## config.mk

```make
export PLATFORM = sky130hd
export DESIGN_NAME = divider32_fp
export DESIGN_NICKNAME = d
export VERILOG_FILES = /design/src/rtl/fp32_pkg.sv /design/src/rtl/fp32_classify.sv /design/src/rtl/divider32_fp.sv
export SDC_FILE = /design/constraint.sdc
export NUM_CORES = 1
export LEC_CHECK = 0
export BUFFER_PORTS_ARGS = -buffer_cell sky130_fd_sc_hd__buf_2
export CAP_MARGIN = 10
export CORE_ASPECT_RATIO = 0.9
export CORE_MARGIN = 4
export CORE_UTILIZATION = 30
export DETAILED_ROUTE_END_ITERATION = 8
export PLACE_DENSITY = 0.43
export SYNTH_ARGS = -nofsm -noshare
export SYNTH_HDL_FRONTEND = slang
export SYNTH_SLANG_ARGS = --single-unit
```

## constraint.sdc

```tcl
create_clock -name clk -period 3.2 [get_ports clk]
set_input_delay 0.64 -clock clk [delete_from_list [all_inputs] [get_ports clk]]
set_output_delay 0.64 -clock clk [all_outputs]
set_load 0.05 [all_outputs]
```

## src/rtl/fp32_pkg.sv

```systemverilog
`default_nettype none
// +--------------------------------------------------------------------+
// | Module      : fp32_pkg                                             |
// | Description : Shared IEEE-754 single-precision types, constants,   |
// |               operand classes and divider FSM states.              |
// | Revision    : 1.0 - initial release                                |
// +--------------------------------------------------------------------+
package fp32_pkg;

   typedef struct packed {
      logic       sign;
      logic [7:0] exp;
      logic [22:0] man;
   } fp32_t;

   localparam int          BIAS    = 127;
   localparam logic [31:0] QNAN    = 32'h7FC0_0000;
   localparam logic [31:0] POS_INF = 32'h7F80_0000;
   localparam logic [31:0] NEG_INF = 32'hFF80_0000;

   // Operand classes; subnormals are flushed into ZERO.
   typedef enum logic [1:0] {
      ZERO   = 2'd0,
      NORMAL = 2'd1,
      INF    = 2'd2,
      NAN    = 2'd3
   } fp_class_t;

   typedef enum logic [2:0] {
      IDLE      = 3'd0,
      UNPACK    = 3'd1,
      DIVIDE    = 3'd2,
      NORMALIZE = 3'd3,
      ROUND     = 3'd4,
      DONE      = 3'd5
   } div_state_t;

   // Assemble a single-precision word from its fields.
   function automatic logic [31:0] fp32_pack(input logic       s,
                                             input logic [7:0] e,
                                             input logic [22:0] m);
      fp32_t v;
      v.sign = s;
      v.exp  = e;
      v.man  = m;
      return v;
   endfunction

endpackage
`default_nettype wire

```

## src/rtl/fp32_classify.sv

```systemverilog
`default_nettype none
// +--------------------------------------------------------------------+
// | Module      : fp32_classify                                        |
// | Description : Decodes a single-precision operand into its class,  |
// |               sign, biased exponent and 24-bit mantissa with the   |
// |               hidden bit restored. Subnormals become signed zero.  |
// | Revision    : 1.0 - initial release                                |
// +--------------------------------------------------------------------+
module fp32_classify
   import fp32_pkg::*;
(
   input  logic [31:0] i_op,
   output fp_class_t   o_class,
   output logic        o_sign,
   output logic [7:0]  o_exp,
   output logic [23:0] o_man
);

   fp32_t w_op;
   assign w_op = i_op;

   // Field split and class decode; zero exponent covers both zero and subnormal.
   always_comb begin
      o_sign  = w_op.sign;
      o_exp   = w_op.exp;
      o_man   = {1'b1, w_op.man};
      o_class = NORMAL;
      if (w_op.exp == 8'h00) begin
         o_class = ZERO;
         o_man   = 24'd0;
      end else if (w_op.exp == 8'hFF) begin
         o_class = (w_op.man == 23'd0) ? INF : NAN;
      end
   end

endmodule
`default_nettype wire

```

## src/rtl/divider32_fp.sv

```systemverilog
`default_nettype none
// +--------------------------------------------------------------------+
// | Module      : divider32_fp                                         |
// | Description : Multi-cycle IEEE-754 single-precision divider using  |
// |               26-iteration restoring mantissa division. Fixed      |
// |               latency: 29 cycles normal, 1 cycle special case.     |
// |               Define DIVIDER32_FP_RNE_EN for round-to-nearest-even;|
// |               otherwise the result is truncated (toward zero).     |
// | Revision    : 1.0 - initial release                                |
// +--------------------------------------------------------------------+
module divider32_fp
   import fp32_pkg::*;
(
   input  logic        clk,
   input  logic        rst_n,
   input  logic        start_i,
   input  logic [31:0] a_i,
   input  logic [31:0] b_i,
   output logic [31:0] quotient_o,
   output logic        busy_o,
   output logic        done_o,
   output logic        nan_o,
   output logic        infinit_o,
   output logic        overflow_o,
   output logic        underflow_o,
   output logic        div_by_zero_o
);

   localparam logic [4:0] c_LAST_ITER = 5'd25;

   div_state_t         r_state;
   logic [31:0]        r_a;
   logic [31:0]        r_b;
   logic               r_sign;
   logic signed [9:0]  r_exp;
   logic [24:0]        r_rem;
   logic [23:0]        r_div;
   logic [25:0]        r_quo;
   logic [4:0]         r_cnt;
   logic               r_sticky;
   logic [31:0]        r_quotient;
   logic               r_busy;
   logic               r_done;
   logic               r_nan;
   logic               r_inf;
   logic               r_ovf;
   logic               r_unf;
   logic               r_dbz;

   fp_class_t          w_a_class;
   fp_class_t          w_b_class;
   logic               w_a_sign;
   logic               w_b_sign;
   logic [7:0]         w_a_exp;
   logic [7:0]         w_b_exp;
   logic [23:0]        w_a_man;
   logic [23:0]        w_b_man;

   fp32_classify u_class_a (
      .i_op    (r_a),
      .o_class (w_a_class),
      .o_sign  (w_a_sign),
      .o_exp   (w_a_exp),
      .o_man   (w_a_man)
   );

   fp32_classify u_class_b (
      .i_op    (r_b),
      .o_class (w_b_class),
      .o_sign  (w_b_sign),
      .o_exp   (w_b_exp),
      .o_man   (w_b_man)
   );

   logic               w_sign;
   logic signed [9:0]  w_exp_init;

   assign w_sign     = w_a_sign ^ w_b_sign;
   assign w_exp_init = $signed({2'b00, w_a_exp}) - $signed({2'b00, w_b_exp})
                     + $signed(10'(BIAS));

   // ---------------- special-case detection ----------------
   logic               w_spec_nan;
   logic               w_spec_inf;
   logic               w_spec_dbz;
   logic               w_spec_zero;
   logic               w_special;
   logic [31:0]        w_spec_q;

   // Priority: NaN beats everything, then inf dividend, then divide-by-zero, then zero results.
   always_comb begin
      w_spec_nan  = (w_a_class == NAN) || (w_b_class == NAN)
                 || ((w_a_class == ZERO) && (w_b_class == ZERO))
                 || ((w_a_class == INF)  && (w_b_class == INF));
      w_spec_inf  = !w_spec_nan && (w_a_class == INF);
      w_spec_dbz  = !w_spec_nan && (w_a_class == NORMAL) && (w_b_class == ZERO);
      w_spec_zero = !w_spec_nan && !w_spec_inf
                 && ((w_b_class == INF) || (w_a_class == ZERO));
      w_special   = w_spec_nan || w_spec_inf || w_spec_dbz || w_spec_zero;
      w_spec_q    = {w_sign, 31'd0};
      if (w_spec_nan) begin
         w_spec_q = QNAN;
      end else if (w_spec_inf || w_spec_dbz) begin
         w_spec_q = w_sign ? NEG_INF : POS_INF;
      end
   end

   // ---------------- restoring division step ----------------
   logic               w_rem_ge;
   logic [24:0]        w_rem_diff;
   logic [24:0]        w_rem_sel;
   logic [24:0]        w_rem_next;

   assign w_rem_ge   = (r_rem >= {1'b0, r_div});
   assign w_rem_diff = r_rem - {1'b0, r_div};
   assign w_rem_sel  = w_rem_ge ? w_rem_diff : r_rem;
   assign w_rem_next = w_rem_sel << 1;

   // ---------------- rounding ----------------
   // After normalization r_quo[25] is the hidden bit, [24:2] the fraction,
   // [1] guard and [0] round; r_sticky covers everything below.
   logic               w_guard;
   logic               w_rs;
   logic               w_round_up;
   logic [24:0]        w_man_sum;
   logic [22:0]        w_man_fin;
   logic signed [9:0]  w_exp_fin;
   logic [31:0]        w_rnd_q;
   logic               w_rnd_ovf;
   logic               w_rnd_unf;

   assign w_guard = r_quo[1];
   assign w_rs    = r_quo[0] | r_sticky;
`ifdef DIVIDER32_FP_RNE_EN
   assign w_round_up = w_guard & (w_rs | r_quo[2]);
`else
   // Truncation: the discarded bits are observed but never add to the result.
   assign w_round_up = w_guard & w_rs & 1'b0;
`endif

   assign w_man_sum = {1'b0, r_quo[25:2]} + {24'd0, w_round_up};
   assign w_man_fin = w_man_sum[24] ? w_man_sum[23:1] : w_man_sum[22:0];
   assign w_exp_fin = r_exp + $signed({9'd0, w_man_sum[24]});

   // Range check of the final exponent selects normal, overflow or underflow result.
   always_comb begin
      w_rnd_q   = fp32_pack(r_sign, w_exp_fin[7:0], w_man_fin);
      w_rnd_ovf = 1'b0;
      w_rnd_unf = 1'b0;
      if (w_exp_fin >= 10'sd255) begin
         w_rnd_q   = r_sign ? NEG_INF : POS_INF;
         w_rnd_ovf = 1'b1;
      end else if (w_exp_fin <= 10'sd0) begin
         w_rnd_q   = {r_sign, 31'd0};
         w_rnd_unf = 1'b1;
      end
   end

   // Control FSM with datapath registers and registered outputs.
   always_ff @(posedge clk or negedge rst_n) begin
      if (!rst_n) begin
         r_state    <= IDLE;
         r_a        <= 32'd0;
         r_b        <= 32'd0;
         r_sign     <= 1'b0;
         r_exp      <= 10'sd0;
         r_rem      <= 25'd0;
         r_div      <= 24'd0;
         r_quo      <= 26'd0;
         r_cnt      <= 5'd0;
         r_sticky   <= 1'b0;
         r_quotient <= 32'd0;
         r_busy     <= 1'b0;
         r_done     <= 1'b0;
         r_nan      <= 1'b0;
         r_inf      <= 1'b0;
         r_ovf      <= 1'b0;
         r_unf      <= 1'b0;
         r_dbz      <= 1'b0;
      end else begin
         r_done <= 1'b0;
         case (r_state)
            IDLE: begin
               if (start_i) begin
                  r_a     <= a_i;
                  r_b     <= b_i;
                  r_busy  <= 1'b1;
                  r_state <= UNPACK;
               end
            end
            UNPACK: begin
               r_sign <= w_sign;
               r_exp  <= w_exp_init;
               r_rem  <= {1'b0, w_a_man};
               r_div  <= w_b_man;
               r_quo  <= 26'd0;
               r_cnt  <= 5'd0;
               if (w_special) begin
                  r_quotient <= w_spec_q;
                  r_nan      <= w_spec_nan;
                  r_inf      <= w_spec_inf | w_spec_dbz;
                  r_ovf      <= 1'b0;
                  r_unf      <= 1'b0;
                  r_dbz      <= w_spec_dbz;
                  r_done     <= 1'b1;
                  r_state    <= DONE;
               end else begin
                  r_state <= DIVIDE;
               end
            end
            DIVIDE: begin
               r_quo <= {r_quo[24:0], w_rem_ge};
               r_rem <= w_rem_next;
               r_cnt <= r_cnt + 5'd1;
               if (r_cnt == c_LAST_ITER) begin
                  r_state <= NORMALIZE;
               end
            end
            NORMALIZE: begin
               r_sticky <= (r_rem != 25'd0);
               if (!r_quo[25]) begin
                  r_quo <= {r_quo[24:0], 1'b0};
                  r_exp <= r_exp - 10'sd1;
               end
               r_state <= ROUND;
            end
            ROUND: begin
               r_quotient <= w_rnd_q;
               r_nan      <= 1'b0;
               r_inf      <= w_rnd_ovf;
               r_ovf      <= w_rnd_ovf;
               r_unf      <= w_rnd_unf;
               r_dbz      <= 1'b0;
               r_done     <= 1'b1;
               r_state    <= DONE;
            end
            DONE: begin
               r_busy  <= 1'b0;
               r_state <= IDLE;
            end
            default: begin
               r_busy  <= 1'b0;
               r_state <= IDLE;
            end
         endcase
      end
   end

   assign quotient_o    = r_quotient;
   assign busy_o        = r_busy;
   assign done_o        = r_done;
   assign nan_o         = r_nan;
   assign infinit_o     = r_inf;
   assign overflow_o    = r_ovf;
   assign underflow_o   = r_unf;
   assign div_by_zero_o = r_dbz;

endmodule
`default_nettype wire

```

Yosys cells after proc, flatten, opt, wreduce, memory -nomap -nowiden
Index checks and enable logic that the tools add are counted.
- register bits after elaboration: 197
- input port bits: 67
- $add $sub $neg: 5
- magnitude comparators: 3
- reductions and logical operators: 35
- bitwise operators: 3
- muxes and demuxes: 43
- eq/ne operators: 16
- operator list (operator ; number):
    32-bit 2-to-1 mux ; 6
    26-bit case mux with 3 select lines ; 1
    24-bit 2-to-1 mux ; 3
    32-bit case mux with 2 select lines ; 1
    25-bit case mux with 2 select lines ; 1
    23-bit logical NOT ; 2
    31-bit 2-to-1 mux ; 1
    26-bit 2-to-1 mux ; 1
    25-bit by 24-bit >= comparator with 1-bit output ; 1
    24-bit subtractor ; 1
    10-bit case mux with 2 select lines ; 1
    8-bit equality test (second input constant) ; 2
    8-bit logical NOT ; 2
    3-bit case mux with 5 select lines ; 1
    1-bit case mux with 2 select lines ; 7
    2-bit AND reduction ; 6
    1-bit 2-to-1 mux ; 11
    9-bit by 8-bit adder with 10-bit output (second input constant) ; 1
    10-bit by 9-bit >= comparator with 1-bit output (second input constant) ; 1
    10-bit by 1-bit less-or-equal comparator with 1-bit output (second input constant) ; 1
    10-bit 2-to-1 mux ; 1
    5-bit case mux with 2 select lines ; 1
    10-bit by 2-bit subtractor with 10-bit output (second input constant) ; 1
    3-bit 2-to-1 mux ; 3
    21 further kinds ; 48

Longest topological paths before layout
- depth after elaboration: 16
- gate-level depth with buffers: 13

Modules after synthesis
A second synthesis with hierarchy kept.
- cell total of the unflattened synthesis: 1054
- area, all modules: 10636.5 um^2
- modules (own cells, without submodules) (module ; sequential area each (um^2) ; area each (um^2) ; cells an instance ; instances):
    divider32_fp ; 4929.7 ; 10005.8 ; 954 ; 1
    fp32_classify ; 0.0 ; 315.3 ; 50 ; 2

Worst setup path after synthesis
No wires, ideal clock.
- kind: register to register
- start point: register r_rem[0]
- end point: register r_rem[23]
- period minus slack after synthesis: 2653 ps
- stages on the path, launching flop included: 13
- path buffers: 0
- arrival: 2511 ps
- setup slack: 547 ps
- cells stage by stage: dfrtp_1 inv_1 ha_1 fa_1 nand2b_1 a211oi_1 o21ai_1 a31oi_1 a21o_1 a41oi_1 a211oi_2 xnor2_1 o221ai_1
- longest elaborated chain between the ends: 3
- elaborated cells on any way between the ends: 4
- classes of those cells: 1 x add/sub; 1 x order compare; 2 x mux
- ends and longest elaborated chain (element ; line ; source):
    start: declaration ; divider32_fp.sv:36 ; logic [24:0] r_rem;
    start signal: assignment ; divider32_fp.sv:194 ; r_rem <= {1'b0, w_a_man};
    start signal: assignment ; divider32_fp.sv:213 ; r_rem <= w_rem_next;
    24-bit subtractor / 25-bit by 24-bit >= comparator with 1-bit output (equally long branches) ; divider32_fp.sv:115, divider32_fp.sv:114 ;
    24-bit 2-to-1 mux (*) ; divider32_fp.sv:116 ; assign w_rem_sel = w_rem_ge ? w_rem_diff : r_rem;
    25-bit case mux with 2 select lines (*) ; divider32_fp.sv:182 ; case (r_state)
Every way passes the cells marked *; elsewhere a longest branch is shown, timed or not.
A chain may end at the register's enable or synchronous reset.

Worst setup path after layout
- start point: register r_rem[1]
- end point: register r_rem[2]
Same word-level chain as after synthesis.

==> run_results.csv <==
group,metric,value,unit
status,status,"completed",
detailed_routing,dr.first_iter.drc_count,386,
power,p_clk_share,16.9,%
setup_path,r2r_end,"r_rem[2]$_DFFE_PN0P_",
placed_design,dp_hpwl,18900,microns
clock_network,cts_sinks,197,
timing,tightest_slew,0.970,ns
final_layout,drive_gt1_share,22.2,%
detailed_routing,antenna_left,0,
clock_network,hold_buffers,0,
clock_network,insertion_delay,0.45,ns
global_route,grt_max_degree,80,
clock_network,htree_num_levels,4,
timing,fmax,341,MHz
setup_path,cp_top_family,"compound AO/OA/AOI/OAI gates",
setup_path,end_kind,"register",
synth,synth-seq-area-share,50.0,%
timing,fin_crit,2.93,ns
setup_path,cpPeakStageDelay,0.42,ns
power,p_sw,6.24,mW
timing,clock_skew,0.0118,ns
floorplanning,rows,62,
global_route,grt_pass1_wl,41800,microns
power,p_comb_share,52.1,%
clock_network,clk_pin_slew,0.09,ns
setup_path,path_cells,"ha_1 -> nor2b_1 -> o31ai_1 -> a22oi_1 -> a31o_2 -> o21ai_1 -> o21a_1 -> buf_4 -> nor2_1 -> a211oi_1 -> a31oi_1",
global_route,antenna_found_initial,0,
global_route,grt_pass1_vias,7345,
clock_network,numCtsBuffers,17,
synth,synthesis.instances,947,
setup_path,worst-setup-path-type,"register to register",
setup_path,cp.arrival,3.21,ns
detailed_routing,vias,7395,
hold_path,holdCritPathClass,"input pin to asynchronous set/reset pin",
floorplanning,coreArea,32200,sq um
setup_path,crit_start,"r_rem[1]$_DFFE_PN0P_",
timing,drv_slew,0,
setup_path,crit_cells,11,
setup_path,cp_max_fo,13,
power,sequentialPowerShare,31.1,%
floorplanning,io_pins,106,
placed_design,routabilityCongestion,0.823,
detailed_routing,drc_errors,0,
detailed_routing,drt_wl_total,26100,microns
synth,synth_seq_cells,197,
floorplanning,start_util,30.6,%
timing,rsz0062_at_grt,"false",
clock_network,cts_tree,"done",
synth,synthDistinctLibCells,60,
setup_path,path_buf_inv,1,
power,worst_ir_drop_vdd,0.000497,V
timing,maxSlewHeadroom,35.3,%
setup_path,critPathLaunchType,"register",
power,power_switching_share,45.3,%
floorplanning,dieHeight,180,microns
synth,async_reset_ff_share,100,%
clock_network,post_cts_buffers,0,
clock_network,clock_path_buffers,2,
synth,yosysWarnings,0,
synth,netlist_area,9860,sq um
timing,finalSetupViolCount,0,
setup_path,slowest_stage,"dfrtp_1",
setup_path,required,3.47,ns
floorplanning,die_area,35800,sq um
detailed_routing,post_drt_wl_per_cell,17.7,microns
setup_path,timing.rr.start,"r_rem[1]$_DFFE_PN0P_",
synth,synth_top_flop_cell,"dfrtp_1",
power,power_density,1190,nW/um^2
synth,synth_edf_count,0,
detailed_routing,viasPerCell,5.01,
placed_design,port_buffers,105,
global_route,grtUsageTotal,14.6,%
final_layout,antenna_cells,0,
timing,fin_crit_sh,91.7,%
power,p_leak,5.30,nW
setup_path,critical_path.endpoint,"r_rem[2]$_DFFE_PN0P_",
timing,hold_viol_final,0,
synth,synthesis.nets,1054,
clock_network,cts.repair.resized,0,
final_layout,final_nets,1155,
floorplanning,die_w,199,microns
detailed_routing,dr.pass1.iters,5,
final_layout,fin_cells,1477,
synth,syn_area_per_cell,10.4,sq um
final_layout,area_delta_synth_final,17.4,%
timing,fin_tns_setup,0,ns
job,maxCapViolCount,0,
placed_design,placedCellCount,1445,
power,p_int,7.53,mW
clock_network,cts-root-buf,"clkbuf_16",
global_route,overflow,0,
setup_path,r2r_setup_slack,0.27,ns
setup_path,reg2reg_depth,11,
-- power groups by stage --
stage	clock, mW	sequential (mW)	combinational (mW)
floorplan	0	4.29	5.35
global placement	0	4.33	7.19
detailed placement	0	4.34	7.17
CTS	2.40	4.29	7.20
global route	2.50	4.42	8.05
finish	2.32	4.28	7.17
-- layout by cell type (no fill, tap or decap), types with 14 or more instances in the layout --
cell type / instances
nor4_1: 14
clkbuf_16: 17
inv_1: 52
mux2_2: 57
buf_2: 104
nand2_1: 84
a22o_1: 50
a21oi_1: 59
ha_1: 38
o21ai_0: 56
nor2_1: 49
dfrtp_1: 197
o22ai_1: 25
buf_4: 21
nand3_1: 18
xnor2_1: 22
-- cell usage after synthesis, types with 7 or more instances --
cell	n	area (sq um)
xor2_1	9	78.8
o21ai_0	56	280
xnor2_1	22	193
nand3_1	18	90.1
nor2b_1	7	43.8
a21o_1	13	97.6
a22o_1	50	438
o21a_1	8	60.1
a31oi_1	8	50.1
nand2_1	84	315
and3_1	9	56.3
nand2b_1	7	43.8
a21oi_1	59	295
nor3_1	13	65.1
mux2_2	57	642
dfrtp_1	197	4930
o22ai_1	25	156
a221o_1	8	80.1
nand4_1	12	75.1
nor2_1	49	184
a211oi_1	10	75.1
clkbuf_1	33	124
inv_1	52	195
ha_1	38	475
nor4_1	14	87.6
a22oi_1	13	97.6
-- area by class of cell --
type / instances / area (sq um)
Multi-Input combinational cell: 650 / 4520
Timing Repair Buffer: 130 / 772
Tap cell: 416 / 520
Fill cell: 3249 / 20600
Clock inverter: 15 / 210
Clock buffer: 17 / 425
Inverter: 52 / 195
Sequential cell: 197 / 4930
-- worst reg2reg max path: stages (launching register included) --
cell      delay [ns]
dfrtp_1         0.42
ha_1            0.32
nor2b_1         0.15
o31ai_1         0.35
a22oi_1         0.20
a31o_2          0.33
o21ai_1         0.15
o21a_1          0.25
buf_4           0.25
nor2_1          0.07
a211oi_1        0.20
a31oi_1         0.08
-- layer usage --
metal	GRT usage [%]	share of wire, %	vias to the layer above
li1	-	-	3663
met2	21.9	45	108
met3	2.81	3.4	13
met5	0	0	-
met4	3.28	0.89	0
met1	21.8	51	3611
-- sequential cells by signal (all words and copies together), names as in the netlist, 3 cells and up --
name / count
r_b: 32
r_quo: 26
quotient_o: 32
r_state: 3
r_cnt: 5
r_a: 32
r_rem: 25
r_exp: 10
r_div: 24
-- through the flow --
step / total power [mW] / util (%) / instance area [sq um] / setup WS [ns] / hold WS [ns]
floorplan: 9.64 / - / 9860 / 0.547 / 0.344
global placement: 11.5 / 33.9 / 10900 / 0.312 / 0.464
detailed placement: 11.5 / 33.9 / 10900 / 0.268 / 0.466
CTS: 13.9 / 35.9 / 11600 / 0.258 / 0.244
global route: 15.0 / 36.0 / 11600 / 0.0348 / 0.264
finish: 13.8 / 36.0 / 11600 / 0.266 / 0.218
-- worst min-delay path by stage --
stage	from	cells past startpoint	endpoint
after floorplan	rst_n	0	busy_o$_DFFE_PN0P_
final	rst_n	1	r_b[26]$_DFFE_PN0P_
after CTS	rst_n	1	r_b[24]$_DFFE_PN0P_
after detailed placement	overflow_o$_DFFE_PN0P_	1	overflow_o$_DFFE_PN0P_
after global placement	overflow_o$_DFFE_PN0P_	1	overflow_o$_DFFE_PN0P_
after global routing	rst_n	1	r_b[26]$_DFFE_PN0P_
-- kinds of logic after synthesis --
group	Yosys count	synth area share, %
AOI/OAI and AO/OA	281	19.2
and+or+nand+nor	237	11.6
DFF	197	50.0
buffers and inverters	100	4.31
muxes	61	6.92
adders and majority gates	40	5.23
xor gates and xnor gates	31	2.75
Power figures use the tool's default switching activity.
